==> src/rtl/nn_layer_sequencer.sv <==
// Layer sequencer: forward pass per layer, optional reverse backprop, a weight
// update every BATCH_SZ training images, and a per-phase watchdog into ERROR.
module nn_layer_sequencer #(
  parameter int NUM_LAYERS = 2,
  parameter int BATCH_SZ   = 16,
  parameter int TIMEOUT    = 65536,
  parameter int LBL_W      = 8,
  localparam int LIW = (NUM_LAYERS > 1) ? $clog2(NUM_LAYERS) : 1,
  localparam int BCW = $clog2(BATCH_SZ + 1)
) (
  input  logic             clk,
  input  logic             rst_n,
  input  logic             start,
  input  logic             train,
  input  logic             abort,
  input  logic [LBL_W-1:0] label_in,
  input  logic             fp_done,
  input  logic             bp_done,
  input  logic             upd_done,
  input  logic             drawn,
  output logic             do_fp,
  output logic             do_bp,
  output logic             do_upd,
  output logic             draw,
  output logic [LIW-1:0]   layer_idx,
  output logic [LBL_W-1:0] label_out,
  output logic [BCW-1:0]   batch_cnt,
  output logic             busy,
  output logic             ack,
  output logic             err
);
  localparam int WDW = (TIMEOUT > 0) ? $clog2(TIMEOUT + 1) : 1;
  localparam logic [LIW-1:0] LAYER_LAST = LIW'(NUM_LAYERS - 1);
  localparam logic [BCW-1:0] BATCH_LAST = BCW'(BATCH_SZ - 1);
  localparam logic [WDW-1:0] WD_LAST    = WDW'(TIMEOUT - 1);
  localparam bit             WD_EN      = (TIMEOUT > 0);

  typedef enum logic [2:0] {S_IDLE, S_FWD, S_BWD, S_UPD, S_DISP, S_ERR} state_t;

  state_t           r_state, w_state_nxt;
  logic [LIW-1:0]   r_layer, w_layer_nxt;
  logic [BCW-1:0]   r_batch, w_batch_nxt;
  logic [LBL_W-1:0] r_label, w_label_nxt;
  logic             r_mode, w_mode_nxt;
  logic             r_start_pend, w_start_pend_nxt;
  logic             r_train_pend, w_train_pend_nxt;
  logic             r_err, w_err_nxt;
  logic             r_do_fp, r_do_bp, r_do_upd, r_draw, r_ack, r_busy;
  logic             w_fp, w_bp, w_upd, w_draw, w_ack;
  logic [WDW-1:0]   r_wd;
  logic             w_expire, w_active, w_go;

  assign w_active = (r_state == S_FWD) || (r_state == S_BWD) ||
                    (r_state == S_UPD) || (r_state == S_DISP);
  // Expiry is judged on the cycle the count would reach TIMEOUT, so a done in
  // that same cycle is still honoured by the branches below.
  assign w_expire = WD_EN && w_active && (r_wd == WD_LAST);
  assign w_go     = w_fp | w_bp | w_upd | w_draw;

  always_comb begin
    w_state_nxt      = r_state;
    w_layer_nxt      = r_layer;
    w_batch_nxt      = r_batch;
    w_label_nxt      = r_label;
    w_mode_nxt       = r_mode;
    w_start_pend_nxt = r_start_pend | start;
    w_train_pend_nxt = r_train_pend | train;
    w_err_nxt        = r_err;
    w_fp             = 1'b0;
    w_bp             = 1'b0;
    w_upd            = 1'b0;
    w_draw           = 1'b0;
    w_ack            = 1'b0;
    if (abort) begin
      w_state_nxt      = S_IDLE;
      w_err_nxt        = 1'b0;
      w_start_pend_nxt = 1'b0;
      w_train_pend_nxt = 1'b0;
      w_batch_nxt      = '0;
      w_layer_nxt      = '0;
    end else begin
      case (r_state)
        S_IDLE: if (start || r_start_pend) begin
          w_state_nxt      = S_FWD;
          w_layer_nxt      = '0;
          w_fp             = 1'b1;
          w_label_nxt      = label_in;
          w_mode_nxt       = train | r_train_pend;
          // A start seen alongside an already-pending one queues another pass.
          w_start_pend_nxt = r_start_pend & start;
          w_train_pend_nxt = 1'b0;
        end
        S_FWD: if (fp_done) begin
          if (r_layer < LAYER_LAST) begin
            w_layer_nxt = r_layer + 1'b1;
            w_fp        = 1'b1;
          end else if (r_mode) begin
            w_state_nxt = S_BWD;
            w_layer_nxt = LAYER_LAST;
            w_bp        = 1'b1;
          end else begin
            w_state_nxt = S_DISP;
            w_draw      = 1'b1;
          end
        end else if (w_expire) begin
          w_state_nxt = S_ERR;
          w_err_nxt   = 1'b1;
        end
        S_BWD: if (bp_done) begin
          if (r_layer != '0) begin
            w_layer_nxt = r_layer - 1'b1;
            w_bp        = 1'b1;
          end else if (r_batch == BATCH_LAST) begin
            w_batch_nxt = '0;
            w_state_nxt = S_UPD;
            w_upd       = 1'b1;
          end else begin
            w_batch_nxt = r_batch + 1'b1;
            w_state_nxt = S_IDLE;
            w_ack       = 1'b1;
          end
        end else if (w_expire) begin
          w_state_nxt = S_ERR;
          w_err_nxt   = 1'b1;
        end
        S_UPD: if (upd_done) begin
          w_state_nxt = S_IDLE;
          w_layer_nxt = '0;
          w_ack       = 1'b1;
        end else if (w_expire) begin
          w_state_nxt = S_ERR;
          w_err_nxt   = 1'b1;
        end
        S_DISP: if (drawn) begin
          w_state_nxt = S_IDLE;
          w_ack       = 1'b1;
        end else if (w_expire) begin
          w_state_nxt = S_ERR;
          w_err_nxt   = 1'b1;
        end
        S_ERR: begin
          w_start_pend_nxt = r_start_pend;
          w_train_pend_nxt = r_train_pend;
        end
        default: w_state_nxt = S_IDLE;
      endcase
    end
  end

  always_ff @(posedge clk or negedge rst_n) begin
    if (!rst_n) begin
      r_state      <= S_IDLE;
      r_layer      <= '0;
      r_batch      <= '0;
      r_label      <= '0;
      r_mode       <= 1'b0;
      r_start_pend <= 1'b0;
      r_train_pend <= 1'b0;
      r_err        <= 1'b0;
      r_do_fp      <= 1'b0;
      r_do_bp      <= 1'b0;
      r_do_upd     <= 1'b0;
      r_draw       <= 1'b0;
      r_ack        <= 1'b0;
      r_busy       <= 1'b0;
      r_wd         <= '0;
    end else begin
      r_state      <= w_state_nxt;
      r_layer      <= w_layer_nxt;
      r_batch      <= w_batch_nxt;
      r_label      <= w_label_nxt;
      r_mode       <= w_mode_nxt;
      r_start_pend <= w_start_pend_nxt;
      r_train_pend <= w_train_pend_nxt;
      r_err        <= w_err_nxt;
      r_do_fp      <= w_fp;
      r_do_bp      <= w_bp;
      r_do_upd     <= w_upd;
      r_draw       <= w_draw;
      r_ack        <= w_ack;
      r_busy       <= (w_state_nxt != S_IDLE);
      if (abort || w_go) r_wd <= '0;
      else if (w_active) r_wd <= r_wd + 1'b1;
    end
  end

  assign do_fp     = r_do_fp;
  assign do_bp     = r_do_bp;
  assign do_upd    = r_do_upd;
  assign draw      = r_draw;
  assign ack       = r_ack;
  assign busy      = r_busy;
  assign err       = r_err;
  assign layer_idx = r_layer;
  assign label_out = r_label;
  assign batch_cnt = r_batch;
endmodule

==> config.mk <==
export PLATFORM = sky130hd
export DESIGN_NAME = nn_layer_sequencer
export DESIGN_NICKNAME = d
export VERILOG_FILES = /design/src/rtl/nn_layer_sequencer.sv
export SDC_FILE = /design/constraint.sdc
export NUM_CORES = 1
export LEC_CHECK = 0
export ABC_AREA = 1
export BUFFER_PORTS_ARGS = -buffer_cell sky130_fd_sc_hd__buf_2
export CAP_MARGIN = 20
export CORE_AREA = 5 5 92 94
export DETAILED_ROUTE_END_ITERATION = 10
export DIE_AREA = 0 0 97 99
export PLACE_DENSITY_LB_ADDON = 0.1
export SYNTH_ARGS = -nofsm -noshare
export SYNTH_HDL_FRONTEND = slang
export SYNTH_SLANG_ARGS = --single-unit
==> constraint.sdc <==
create_clock -name clk -period 1.9 [get_ports clk]
set_input_delay 0.095 -clock clk [delete_from_list [all_inputs] [get_ports clk]]
set_output_delay 0.095 -clock clk [all_outputs]
set_load 0.05 [all_outputs]
# Word-level counts from Yosys, hierarchy flattened
# Cells that the tools add are included.
op_classes:
  n_reduce_logical: 17
  n_lt_le_gt_ge: 1
  addsub: 4
  bitwise_logic: 7
  eq_ne: 18
  mul: 0
  n_div: 0
  n_mux: 70
  n_shift: 0
ops:
  columns: ["operator", "count"]
  rows:
  - ["1-bit two-way mux", 44]
  - ["17-bit two-way mux", 2]
  - ["3-bit two-way mux", 10]
  - ["5-bit two-way mux", 5]
  - ["3-bit inequality test, second input constant", 8]
  - ["3-bit case mux with 6 select lines", 1]
  - ["17-bit by 1-bit adder with 17-bit output, second input constant", 1]
  - ["17-bit by 16-bit == test with 1-bit output, second input constant", 1]
  - ["5-bit nonzero test", 2]
  - ["1-bit case mux with 2 select lines", 4]
  - ["1-bit case mux with 4 select lines", 2]
  - ["3-bit by 2-bit == test with 1-bit output, second input constant", 2]
  - ["3-bit == test, second input constant", 2]
  - ["3-bit AND reduction", 2]
  - ["6-bit AND reduction", 1]
  - ["2-bit nonzero test", 3]
  - ["5-bit by 1-bit adder with 5-bit output, second input constant", 1]
  - ["5-bit by 4-bit == test with 1-bit output, second input constant", 1]
  - ["1-bit logical OR", 5]
  - ["1-bit OR", 5]
  - ["5-bit AND reduction", 1]
  - ["2-bit inequality test, second input constant", 2]
  - ["4-bit by 3-bit inequality test with 1-bit output, second input constant", 1]
  - ["3-bit by 1-bit == test with 1-bit output, second input constant", 1]
  - ["other kinds (10)", 10]
word_totals:
  latchBits: 0
  in_bits: 17
  out_inout_bits: 21
  ff_bits: 44
  ram_bits: 0
  mem_bits_ro: 0
  elab_cells: 132
  n_memories: 0

# Depth between registers and ports, before layout
logic_depth:
  depth_word: 10
  ltp_mapped: 13
  mapped_depth_nobuf: 13

# Least setup slack after synthesis
# No wires, ideal clock.
synth_path:
  kind: "register to register"
  start: "reg r_batch[0], in the netlist batch_cnt[0]"
  end: "reg r_wd[2]"
  setup_slack_ps: 12
  period_less_slack_ps: 1888
  arrival_time_ps: 1770
  setup_time_ps: 117
  required_time_ps: 1783
  path_stages_with_launch: 12
  n_path_buf: 1
  cell_sequence: "dfrtp_1 -> ha_1 -> nand2_1 -> inv_1 -> nand3b_1 -> nor2_1 -> nand2_2 -> nand2_4 -> nor2_8 -> buf_8 -> nand3_1 -> nand2_1"
synth_via:
  elab_chain_cells: 10
  word_cells_on_any_way: 11
  classes_between: "1 x eq/ne; 6 x mux; 2 x bitwise; 2 x reduce/logical"
synth_lines:
  columns: ["element", "line", "source"]
  rows:
  - ["from (decl)", "42", "logic [BCW-1:0] r_batch, w_batch_nxt;"]
  - ["from (signal assigned)", "170", "r_batch <= w_batch_nxt;"]
  - ["5-bit by 4-bit == test with 1-bit output *", "113", "end else if (r_batch == BATCH_LAST) begin"]
  - ["1-bit two-way mux *", "113", null]
  - ["1-bit two-way mux *", "110", "if (r_layer != '0) begin"]
  - ["1-bit two-way mux *", "109", "S_BWD: if (bp_done) begin"]
  - ["1-bit two-way mux *", "82", "case (r_state)"]
  - ["1-bit two-way mux *", "74", "if (abort) begin"]
  - ["1-bit OR * (2 in series)", "58", "assign w_go = w_fp | w_bp | w_upd | w_draw;"]
  - ["1-bit logical OR *", "182", "if (abort || w_go) r_wd <= '0;"]
  - ["17-bit two-way mux or 2-bit nonzero test (tied branches)", null, null]
  - ["to (signal assigned)", "183", "else if (w_active) r_wd <= r_wd + 1'b1;"]
  - ["to (decl)", "50", "logic [WDW-1:0] r_wd;"]
# Mark *: on every way between the ends. The rest lies on a longest branch, timed or not.
# A chain may end at the register's enable or synchronous reset.

# Worst setup path after layout
layout_path:
  start: "reg r_wd[4]"
  end: "reg r_busy, in the netlist busy"
layout_via:
  elab_chain_cells: 7
  word_cells_on_any_way: 10
  classes_between: "1 x eq/ne; 7 x mux; 2 x reduce/logical"
layout_lines:
  columns: ["element", "line", "source"]
  rows:
  - ["17-bit by 16-bit == test with 1-bit output *", "57", "assign w_expire = WD_EN && w_active && (r_wd == WD_LAST);"]
  - ["1-bit logical AND *", "57", null]
  - ["3-bit two-way mux *", null, null]
  - ["3-bit two-way mux (on tied branches)", null, null]
  - ["3-bit case mux with 6 select lines *", "82", null]
  - ["3-bit two-way mux *", "74", null]
  - ["3-bit nonzero test *", "181", "r_busy <= (w_state_nxt != S_IDLE);"]
  - ["to (signal assigned)", "181", null]
  - ["to (decl)", "48", "logic r_do_fp, r_do_bp, r_do_upd, r_draw, r_ack, r_busy;"]
# Marked as above.

==> run_results.csv <==
group,metric,value,unit
global_routing,grt_pass1_wl,10600,um
finish,nets,430,
timing,slew_viol_final,0,
logic_synthesis,synth_top_flop_cell,"dfrtp_1",
timing,finalHoldViolations,0,
power,power_report.internal_total,0.00180,W
logic_synthesis,syn-num-nets,356,
critical_path,cp-end-kind,"register",
logic_synthesis,synth.area.top_cells,"dfrtp_1 (43%), nand2_1 (15%), nand3_1 (5.7%)",
die,io_pins,38,
worst_hold_path,worstHoldEndpoint,"r_mode",
cts,clock_path_buffers,2,
critical_path,worst-r2r-setup-slack,0.14,ns
power,combinationalPowerShare,21.3,%
placed_design,gp_congestion,0.862,
finish,drive_gt1_share,27.7,%
cts,cts_buffers,5,
die,die_area,9600,um^2
die,die_h,99,um
logic_synthesis,yosysTopAreaCell,"dfrtp_1",
critical_path,reg2reg_from,"r_wd[4]",
drt,drc,0,
power,ir_drop,433,uV
power,clockPowerShare,38.6,%
die,core.rowCount,32,
power,power_density,782,nW/um^2
drt,drtIter0Drc,61,
drt,routed_wl,6170,um
power,p_leak,1.74,nW
cts,root_buffer,"clkbuf_8",
drt,dr.pass1.iters,4,
drt,ant_nets,0,
logic_synthesis,ys_types,31,
global_routing,grt_antenna_before_repair,0,
critical_path,reg2reg_to,"busy",
finish,postLayoutCoreUtil,44.1,%
outcome,status,"complete, no violations",
finish,syn_to_final_growth,31.6,%
power,switching_power,0.000809,W
finish,antennaDiodeCount,0,
global_routing,grt_start_max_net_pins,24,
drt,viasPerCell,4.58,
die,initial_core_util,33.5,%
critical_path,cp.arrival,1.99,ns
global_routing,grt_pass1_vias,2344,
cts,clk_pin_slew_worst_paths,0.10,ns
power,swShare,31.0,%
global_routing,global_route.usage.total,13.3,%
timing,fin_skew,0.0102,ns
cts,clock_latency,0.30,ns
power,seqPwrFrac,40.1,%
power,finalPower,0.00261,W
cts,ctsHtreeMaxLevel,2,
timing,fmax,570,MHz
critical_path,r2r_cells,13,
logic_synthesis,ys_seq_elements,44,
logic_synthesis,ys_seq_area_share,43.4,%
logic_synthesis,syn_inst,336,
timing,worst_slew_pin_slew,0.573,ns
worst_hold_path,whs_path_depth,3,
worst_hold_path,hold_path_class,"primary input to register",
logic_synthesis,yosysWarnings,0,
timing,rsz0062_at_grt,"no",
worst_hold_path,hold_start,"train",
timing,fin_crit,1.76,ns
critical_path,start_kind,"register",
drt,vias,2347,
cts,cts_sinks,44,
critical_path,path_class,"register to register",
global_routing,overflow,0,
timing,final-setup-viol-count,0,
flow_run,drv_cap,0,
timing,maxSlewHeadroom,61.8,%
logic_synthesis,synth-edff-count,0,
logic_synthesis,synthArstFlopShare,100,%
logic_synthesis,syn-cell-area,2540,um^2
logic_synthesis,yosysTopAreaCellShare,43.4,%
timing,period_share,92.4,%
die,fp.coreArea,7570,um^2
die,die_w,97,um
placed_design,hpwl,4650,um
critical_path,worst-endpoint-required,2.14,ns
placed_design,port_buffers,37,
logic_synthesis,syn_area_per_cell,7.55,um^2
timing,hold-worst-slack,0.0477,ns
critical_path,path_max_fanout,2,
cts,cts_tree,"done",
drt,routedWlPerCell,12.0,um
[cell usage in the layout, fill, tap and decap left out, types with 3 or more instances in the layout]
cell type and n:
buf_2 37, xor2_1 10, dfrtp_1 44, o21ai_0 13, nor2_1 33, nand2_1 96
nand4_1 6, nor2_4 3, a21oi_1 8, nand3_2 7, nand3_1 28, nand3b_1 6
dlygate4sd3_1 9, inv_1 34, clkbuf_8 5, bufinv_16 3, inv_2 8, buf_4 27
nand2_2 11
[cell usage after synthesis, types with 2 or more instances]
cell type and n:
nand2_1 100, nor2_2 2, nor2_1 35, inv_2 7, buf_4 2, nand4_1 6
nand3_2 7, nor3_1 3, buf_2 3, nand3_1 29, nand2_4 2, dfrtp_1 44
o21ai_0 14, nand3b_1 6, inv_1 35, xor2_1 10, a21oi_1 8, o21ai_1 2
nand2_2 7, ha_1 3
[state kept, by name, summed over array words and instances, names as in the netlist]
name	cells
r_wd	17
label_out	8
batch_cnt	5
r_state	3
ack	1
busy	1
do_bp	1
do_fp	1
do_upd	1
draw	1
err	1
layer_idx	1
r_mode	1
r_start_pend	1
r_train_pend	1
[critical path, cell delays in order (launching register included)]
cell and delay (ns):
dfrtp_1 0.37, nand2_2 0.09, nor2_4 0.14, nand3_4 0.09
nor4_4 0.21, ha_2 0.22, inv_1 0.05, o21ai_2 0.12
nor2_1 0.05, nor2_1 0.08, nand2_1 0.05, nand2_1 0.07
nand2_1 0.06, nand3_1 0.08
[power groups by stage]
stage	logic (W)	registers [W]	clock network, W
after floorplan	0.000212	0.00123	0
after global placement	0.000544	0.00106	0
after detailed placement	0.000549	0.00106	0
after CTS	0.000563	0.00104	0.00104
after global routing	0.000612	0.00106	0.00107
final	0.000557	0.00105	0.00101
[layer usage]
| layer | track usage (%) | wire (um) |
|---|---|---|
| met5 | 0 | 0 |
| met2 | 22.5 | 2800 |
| met3 | 3.33 | 321 |
| met4 | 2.92 | 44 |
| met1 | 17.3 | 3010 |
[layout make-up]
type	instances	area [um^2]
Fill cell	783	4230
Multi-Input combinational cell	242	1290
Sequential cell	44	1100
Timing Repair Buffer	74	498
Inverter	43	161
Tap cell	102	128
Clock inverter	3	90.1
Clock buffer	5	68.8
[worst max-delay path by stage]
stage	startpoint	end	cells past startpoint	slack (ns)
floorplan	batch_cnt[0]	r_wd[2]	11	0.01
global placement	r_wd[7]	busy	13	-0.06
detailed placement	r_wd[8]	busy	13	-0.07
CTS	r_wd[8]	busy	13	0.004
global route	r_state[2]	r_wd[3]	6	0.01
finish	r_wd[4]	busy	13	0.14
[per-stage QoR]
| stage | TNS (ns) | std cells | worst slack, ns | instance area, um^2 |
|---|---|---|---|---|
| global route | 0 | 513 | 0.0128 | 3340 |
| CTS | 0 | 512 | 0.00427 | 3270 |
| global placement | -0.0937 | 495 | -0.0629 | 3020 |
| detailed placement | -0.0959 | 495 | -0.0676 | 3020 |
| floorplan | 0 | 336 | 0.0124 | 2540 |
| finish | 0 | 513 | 0.144 | 3340 |
[cells by family (layout without fill, tap and decap cells)]
group | count (synthesis) | after routing | share of synthesized area (%)
AO/OA/AOI/OAI | 26 | 26 | 5.33
flip-flops | 44 | 44 | 43.4
XOR/XNOR | 11 | 11 | 3.80
multiplexers | 1 | 1 | 0.395
AND/OR/NAND/NOR | 201 | 201 | 37.3
buffers and inverters | 50 | 125 | 8.29
adder cells (fa/ha/maj) | 3 | 3 | 1.48
[timing repair]
item	CTS	global route
resized for setup	3	15
pin swaps	0	7
hold endpoints to repair	30	0
hold buffers	9	0
setup endpoints to repair	2	6
buffers inserted	0	1
(Power assumes the default switching activity.)
